`config.mk`:
```
export PLATFORM = sky130hd
export DESIGN_NAME = escalonador_tx
export DESIGN_NICKNAME = d
export VERILOG_FILES = /design/src/rtl/escalonador_tx.sv
export SDC_FILE = /design/constraint.sdc
export NUM_CORES = 1
export LEC_CHECK = 0
export CAP_MARGIN = 20
export CORE_MARGIN = 4
export CORE_UTILIZATION = 25
export CTS_CLUSTER_DIAMETER = 50
export CTS_CLUSTER_SIZE = 28
export DETAILED_ROUTE_END_ITERATION = 10
export PLACE_DENSITY = 0.52
export SETUP_SLACK_MARGIN = 0.02
export SYNTH_ARGS = -nofsm -noshare
export SYNTH_HDL_FRONTEND = slang
export SYNTH_SLANG_ARGS = --single-unit
```
`constraint.sdc`:
```
create_clock -name clock -period 4.72 [get_ports clock]
set_input_delay 0.944 -clock clock [delete_from_list [all_inputs] [get_ports clock]]
set_output_delay 0.944 -clock clock [all_outputs]
set_load 0.01 [all_outputs]
```
`src/rtl/escalonador_tx.sv`:
```
// Round-robin scheduler for two requesters that sends each (command, data) frame
// as two bytes through a UART transmitter, with a per-byte completion timeout.
module escalonador_tx #(
  parameter int TIMEOUT_CICLOS = 2000
) (
  input  logic       clock,
  input  logic       reset,
  input  logic       req0,
  input  logic       req1,
  input  logic [7:0] cmd0,
  input  logic [7:0] dado0,
  input  logic [7:0] cmd1,
  input  logic [7:0] dado1,
  output logic       ack0,
  output logic       ack1,
  output logic       fim0,
  output logic       fim1,
  output logic       tx_inicia,
  output logic [7:0] tx_byte,
  input  logic       tx_ativo,
  input  logic       tx_concluido,
  output logic       ocupado,
  output logic       erro_timeout,
  output logic [2:0] o_estado
);

  typedef enum logic [2:0] {
    OCIOSO    = 3'd0,
    INICIA_B0 = 3'd1,
    ESPERA_B0 = 3'd2,
    INICIA_B1 = 3'd3,
    ESPERA_B1 = 3'd4
  } estado_t;

  localparam logic [15:0] LIMITE = 16'(TIMEOUT_CICLOS - 1);

  estado_t     r_estado;
  estado_t     w_prox;
  logic        r_ultimo;
  logic [7:0]  r_dado;
  logic [7:0]  r_tx_byte;
  logic        r_ack0;
  logic        r_ack1;
  logic        r_fim0;
  logic        r_fim1;
  logic        r_erro;
  logic        r_concl_ant;
  logic [15:0] r_cont;

  logic w_ativo;
  logic w_espera;
  logic w_subida;
  logic w_expira;
  logic w_concede;
  logic w_venc;
  logic w_fim;
  logic w_estouro;

  // Handshakes: reqN is held until ackN pulses (frame captured on that edge);
  // tx_inicia acts as valid and tx_ativo sampled high acts as ready, the byte
  // is taken on the edge where both are seen, and tx_inicia drops right after.
  assign w_ativo   = (r_estado != OCIOSO);
  assign w_espera  = (r_estado == ESPERA_B0) || (r_estado == ESPERA_B1);
  assign w_subida  = tx_concluido & ~r_concl_ant;
  assign w_expira  = w_ativo && (r_cont >= LIMITE);
  assign w_concede = (r_estado == OCIOSO) && (req0 || req1);
  assign w_venc    = (req0 && req1) ? ~r_ultimo : req1;
  assign w_fim     = (r_estado == ESPERA_B1) && w_subida;
  assign w_estouro = w_expira && !(w_espera && w_subida);

  always_ff @(posedge clock) begin
    if (reset) r_estado <= OCIOSO;
    else       r_estado <= w_prox;
  end

  always_comb begin
    w_prox = r_estado;
    case (r_estado)
      OCIOSO:    if (w_concede) w_prox = INICIA_B0;
      INICIA_B0: if (w_expira) w_prox = OCIOSO;
                 else if (tx_ativo) w_prox = ESPERA_B0;
      ESPERA_B0: if (w_subida) w_prox = INICIA_B1;
                 else if (w_expira) w_prox = OCIOSO;
      INICIA_B1: if (w_expira) w_prox = OCIOSO;
                 else if (tx_ativo) w_prox = ESPERA_B1;
      ESPERA_B1: if (w_subida || w_expira) w_prox = OCIOSO;
      default:   w_prox = OCIOSO;
    endcase
  end

  always_comb begin
    tx_inicia = (r_estado == INICIA_B0) || (r_estado == INICIA_B1);
    ocupado   = w_ativo;
  end

  // r_ultimo doubles as the owner of the frame in flight, since it takes the winner at grant.
  always_ff @(posedge clock) begin
    if (reset) begin
      r_ultimo    <= 1'b1;
      r_dado      <= 8'h00;
      r_tx_byte   <= 8'h00;
      r_ack0      <= 1'b0;
      r_ack1      <= 1'b0;
      r_fim0      <= 1'b0;
      r_fim1      <= 1'b0;
      r_erro      <= 1'b0;
      r_concl_ant <= 1'b0;
      r_cont      <= 16'd0;
    end else begin
      r_concl_ant <= tx_concluido;
      r_ack0      <= 1'b0;
      r_ack1      <= 1'b0;
      r_fim0      <= 1'b0;
      r_fim1      <= 1'b0;
      if (w_concede) begin
        r_ultimo  <= w_venc;
        r_dado    <= w_venc ? dado1 : dado0;
        r_tx_byte <= w_venc ? cmd1 : cmd0;
        r_ack0    <= ~w_venc;
        r_ack1    <= w_venc;
      end
      if ((r_estado == ESPERA_B0) && w_subida) r_tx_byte <= r_dado;
      if (w_fim) begin
        r_fim0 <= ~r_ultimo;
        r_fim1 <= r_ultimo;
      end
      if (w_estouro) r_erro <= 1'b1;
      if (w_concede || ((r_estado == ESPERA_B0) && w_subida)) r_cont <= 16'd0;
      else if (w_ativo && (r_cont != 16'hFFFF)) r_cont <= r_cont + 16'd1;
    end
  end

  assign ack0         = r_ack0;
  assign ack1         = r_ack1;
  assign fim0         = r_fim0;
  assign fim1         = r_fim1;
  assign tx_byte      = r_tx_byte;
  assign erro_timeout = r_erro;
  assign o_estado     = r_estado;

endmodule

```
# [After elaboration in Yosys (flattened, before gate mapping)]
# Cells that the tools add are included.
[totals] regBits=42 inputBits=38 out_inout_bits=18 word_cells=64
[classes] n_addsub=1 order_cmp=1 n_eq_ne=10 muxes=14 n_bitwise=6 n_reduce_logical=21
[op_table] op="$mux 8" count=4
[op_table] op="$mux 3" count=8
[op_table] op="$add 16x1->16 const B" count=1
[op_table] op="$ge 16x11->1 const B" count=1
[op_table] op="$ne 16x16->1 const B" count=1
[op_table] op="$pmux 3 s5" count=1
[op_table] op="$ne 3x3->1 const B" count=3
[op_table] op="$logic_and 1x1->1" count=8
[op_table] op="$eq 3x2->1 const B" count=2
[op_table] op="$reduce_or 2->1" count=3
[op_table] op="$logic_or 1x1->1" count=5
[op_table] op="$not 1->1" count=5
[op_table] op="$reduce_and 5->1" count=1
[op_table] op="$eq 3x1->1 const B" count=1
[op_table] op="$eq 3x3->1 const B" count=1
[op_table] op="$logic_not 3->1" count=1
[op_table] op="$reduce_bool 3->1" count=1
[op_table] op="$ne 2x1->1 const B" count=1
[op_table] op="$ne 2x2->1 const B" count=1
[op_table] op="$reduce_bool 2->1" count=1
[op_table] op="$and 1x1->1" count=1
[op_table] op="$logic_not 1->1" count=1
[op_table] op="$mux 1" count=1

# [Logic depth before layout (Yosys ltp)]
[depth] depth_word=5 ltp_mapped=7 mapped_depth_nobuf=5

# [Worst setup path after synthesis]
# Ideal clock, no wire load.
[synth_timing] path_kind="input port to flip-flop" start="in req1" end="reg r_dado[1]" setup_ps=134 arrival_time_ps=1819 required_time_ps=4586 setup_slack_ps=2767 cell_stages=5 n_path_buf=2 cell_sequence="a21boi_0 -> buf_4 -> buf_2 -> mux2i_1 -> a211oi_1"
[synth_between] elab_chain_len=3 word_cells_on_any_way=5 cone_classes="mux (2); reduce/logical (3)"
[synth_lines] item="from (decl)" line="9" source="input logic req1,"
[synth_lines] item="$logic_and 1x1->1" line="67" source="assign w_venc = (req0 && req1) ? ~r_ultimo : req1;"
[synth_lines] item="$mux 1" line="67"
[synth_lines] item="$mux 8" line="117" source="r_dado <= w_venc ? dado1 : dado0;"
[synth_lines] item="to (signal assigned)" line="117"
[synth_lines] item="to (decl)" line="40" source="logic [7:0] r_dado;"
# Parallel ways exist; a longest one is shown, timed or not.
# A chain may end at the register's enable or synchronous reset.

# [Worst setup path after layout]
[layout_timing] start="in reset" end="reg r_cont[4]"
[layout_between] elab_chain_len=1
[layout_lines] item="from (decl)" line="7" source="input logic reset,"
[layout_lines] item="$reduce_or 2->1 (no source line)"
[layout_lines] item="to (signal assigned)" line="129" source="else if (w_ativo && (r_cont != 16'hFFFF)) r_cont <= r_cont + 16'd1;"
[layout_lines] item="to (decl)" line="48" source="logic [15:0] r_cont;"
# No other way between the ends.

==> reports/results.txt <==
Final #Nets: 330
fin crit share: 0.570
CTS tree: done
Worst-Margin Slew: 0.743 ns
combinational power share: 0.253
Synth area leader: dfxtp_1
Placed Area: 0.00282 mm2
Die Ht: 101 um
CTS Buf Count: 5
count leader, synth: dfxtp_1
num rows: 33
fin crit period: 2.69 ns
drt pass-1 iters: 4
DRT iter0 DRCs: 46
Final Setup Violations: 0
clock sink total: 42
starting density of the core: 0.262
area share of the largest cell type after synthesis: 0.385
routability cong.: 0.760
Storage cell area: 841 um2
Hold Fails Final Rpt: 0
Synth-to-Final Area Change: 33.8%
sequential power share: 0.474
status: complete, no violations
post-CTS setup buffer count: 0
synth warn: 0
Async SR Flop Fraction: 0
P_sw: 253 uW
Clock Power Share: 0.273
Cell Pwr Density: 292 mW/mm2
die width: 101 um
synthesized area: 0.00218 mm2
worst hold path class: flop to flop
CTS clock-pin slew for the worst setup and hold paths: 0.08 ns
gr usage total: 0.106
post-CTS sizing: 0
cell area after layout: 0.00292 mm2
Crit Path Category: input pin to flop
Post-synth top cells: dfxtp_1, mux2i_1, nand2_1
Sw Share: 0.296
htree depth: 2
share of layout cells above drive strength 1: 0.0822
drt via density: 4.92
Worst setup SP type: input pin
drt wl/cell: 13.5 um
die area: 0.0103 mm2
static leakage: 0.00102 uW
number of diodes: 0
ranking of synthesized cells by area: dfxtp_1, mux2i_1, nand3_1, a211oi_1, nand3b_1
Cells after Synth: 240
port bufs: 55
DP HPWL: 4050 um
pin count of the biggest net entering global routing: 25
max_slew headroom: 0.503
Arr. time, crit path: 2.91 ns
worst hold slack: 0.456 ns
RSZ-0062 raised after global routing: false
initial antenna violation count: 0
Max Clk Rate: 0.371 GHz
fillers: 901
Critical Path Fanout Max: 21
max-slew violation count: 0
Seq/Total Area, Yosys: 0.385
Required @ worst endpoint: 4.94 ns
WL final: 5340 um
antenna viol nets, final: 0
Max Cap Viol: 0
Distinct cells, synth: 51
I/O Pins: 56
via total after detailed routing: 1955
clk root buf: clkbuf_8
fin util: 0.350
grt ovf: 0
crit end category: flop
syn nets: 279
Int Power: 600 uW
# DRC: 0
vias in the first global route: 1841
Sum Neg Setup Slack: 0 ns
core footprint: 0.00834 mm2
hold bufs inserted after CTS: 0
Clock Tree Buf Depth: 2
global-route wire length before repair: 8890 um
Post-synth EDFFs: 0
Max Clock Skew: 0.0122 ns
FF+latch count, synth: 42
maximum vdd drop: 0.000133 V
multi-input logic area: 0.00125 mm2
Worst-Skew Late Latency: 0.30 ns
ys flop type: dfxtp_1
Mean Syn Cell Area: 9.10 um2
==> critical path, stage by stage <==
cell and delay (ns):
clkdlybuf4s50_1 0.79, a41oi_2 0.65, buf_4 0.30, nand3b_1 0.09
mux2i_1 0.14
==> stage by stage <==
step,cells,total power [uW],setup slack (ns)
global route,397,904,1.83
floorplan,240,540,2.77
finish,397,853,2.03
global placement,388,629,1.65
detailed placement,388,631,1.62
CTS,396,865,1.95
==> power by group through the flow <==
stage          combinational (uW)  clock [uW]  sequential, uW
3_3_place_gp                  217           0             412
2_1_floorplan                 130           0             410
6_report                      216         233             404
3_5_place_dp                  218           0             413
5_1_grt                       239         257             409
4_1_cts                       219         242             405
==> per-layer routing <==
metal | track usage | part of all wire
met3 | 0.0406 | 0.077
met2 | 0.168 | 0.45
met5 | 0 | 0
met4 | 0.0215 | 0.0051
met1 | 0.139 | 0.47
==> final timing paths <==
path                      from      endpoint  slack [ns]  depth (start not counted)
setup / recovery         reset     r_cont[4]        2.03                          5
hold / removal    erro_timeout  erro_timeout        0.46                          2
setup reg to reg     r_cont[0]     r_cont[0]        2.83                          5
hold reg to reg   erro_timeout  erro_timeout        0.46                          2
==> sequential cells by signal, indices dropped and copies added (netlist names) <==
| name | cells |
|---|---|
| fim0 | 1 |
| ack1 | 1 |
| r_concl_ant | 1 |
| r_dado | 8 |
| fim1 | 1 |
| o_estado | 3 |
| r_cont | 16 |
| ack0 | 1 |
| r_ultimo | 1 |
| tx_byte | 8 |
| erro_timeout | 1 |
==> layout by cell type, fill, tap and decap left out, types with 2 or more instances in the layout <==
cell	instances
nand2_1	19
a31oi_1	2
a211oi_1	11
or3_1	2
nor2b_1	2
and3_1	3
inv_1	4
o21ai_0	3
nand3b_1	10
nand2b_1	5
mux2i_1	27
dfxtp_1	42
nand3_1	17
nor4b_1	2
buf_4	4
nor2_1	16
clkdlybuf4s50_1	55
o31ai_1	3
nor4_1	6
nor3_1	3
clkbuf_8	5
or2b_1	3
a32o_1	7
nand4_1	4
a21oi_1	8
==> logic make-up (layout without fill, tap and decap cells) <==
group                      count (synthesis)  after routing  synth area share
AOI/OAI and AO/OA                         46             46             0.159
DFF                                       42             42             0.385
adders and majority gates                  2              2            0.0103
and+or+nand+nor                          102            102             0.271
muxes                                     27             27             0.124
buffers and inverters                     21             73            0.0510
==> layout make-up <==
type,instances,area share
clock inverter,2,0.00471
clock buffer,6,0.0248
timing repair buffer,60,0.204
sequential,42,0.288
tap,105,0.0449
multi-input combinational,177,0.427
inverter,5,0.00728
No activity file was read; power rests on OpenSTA's default activity.
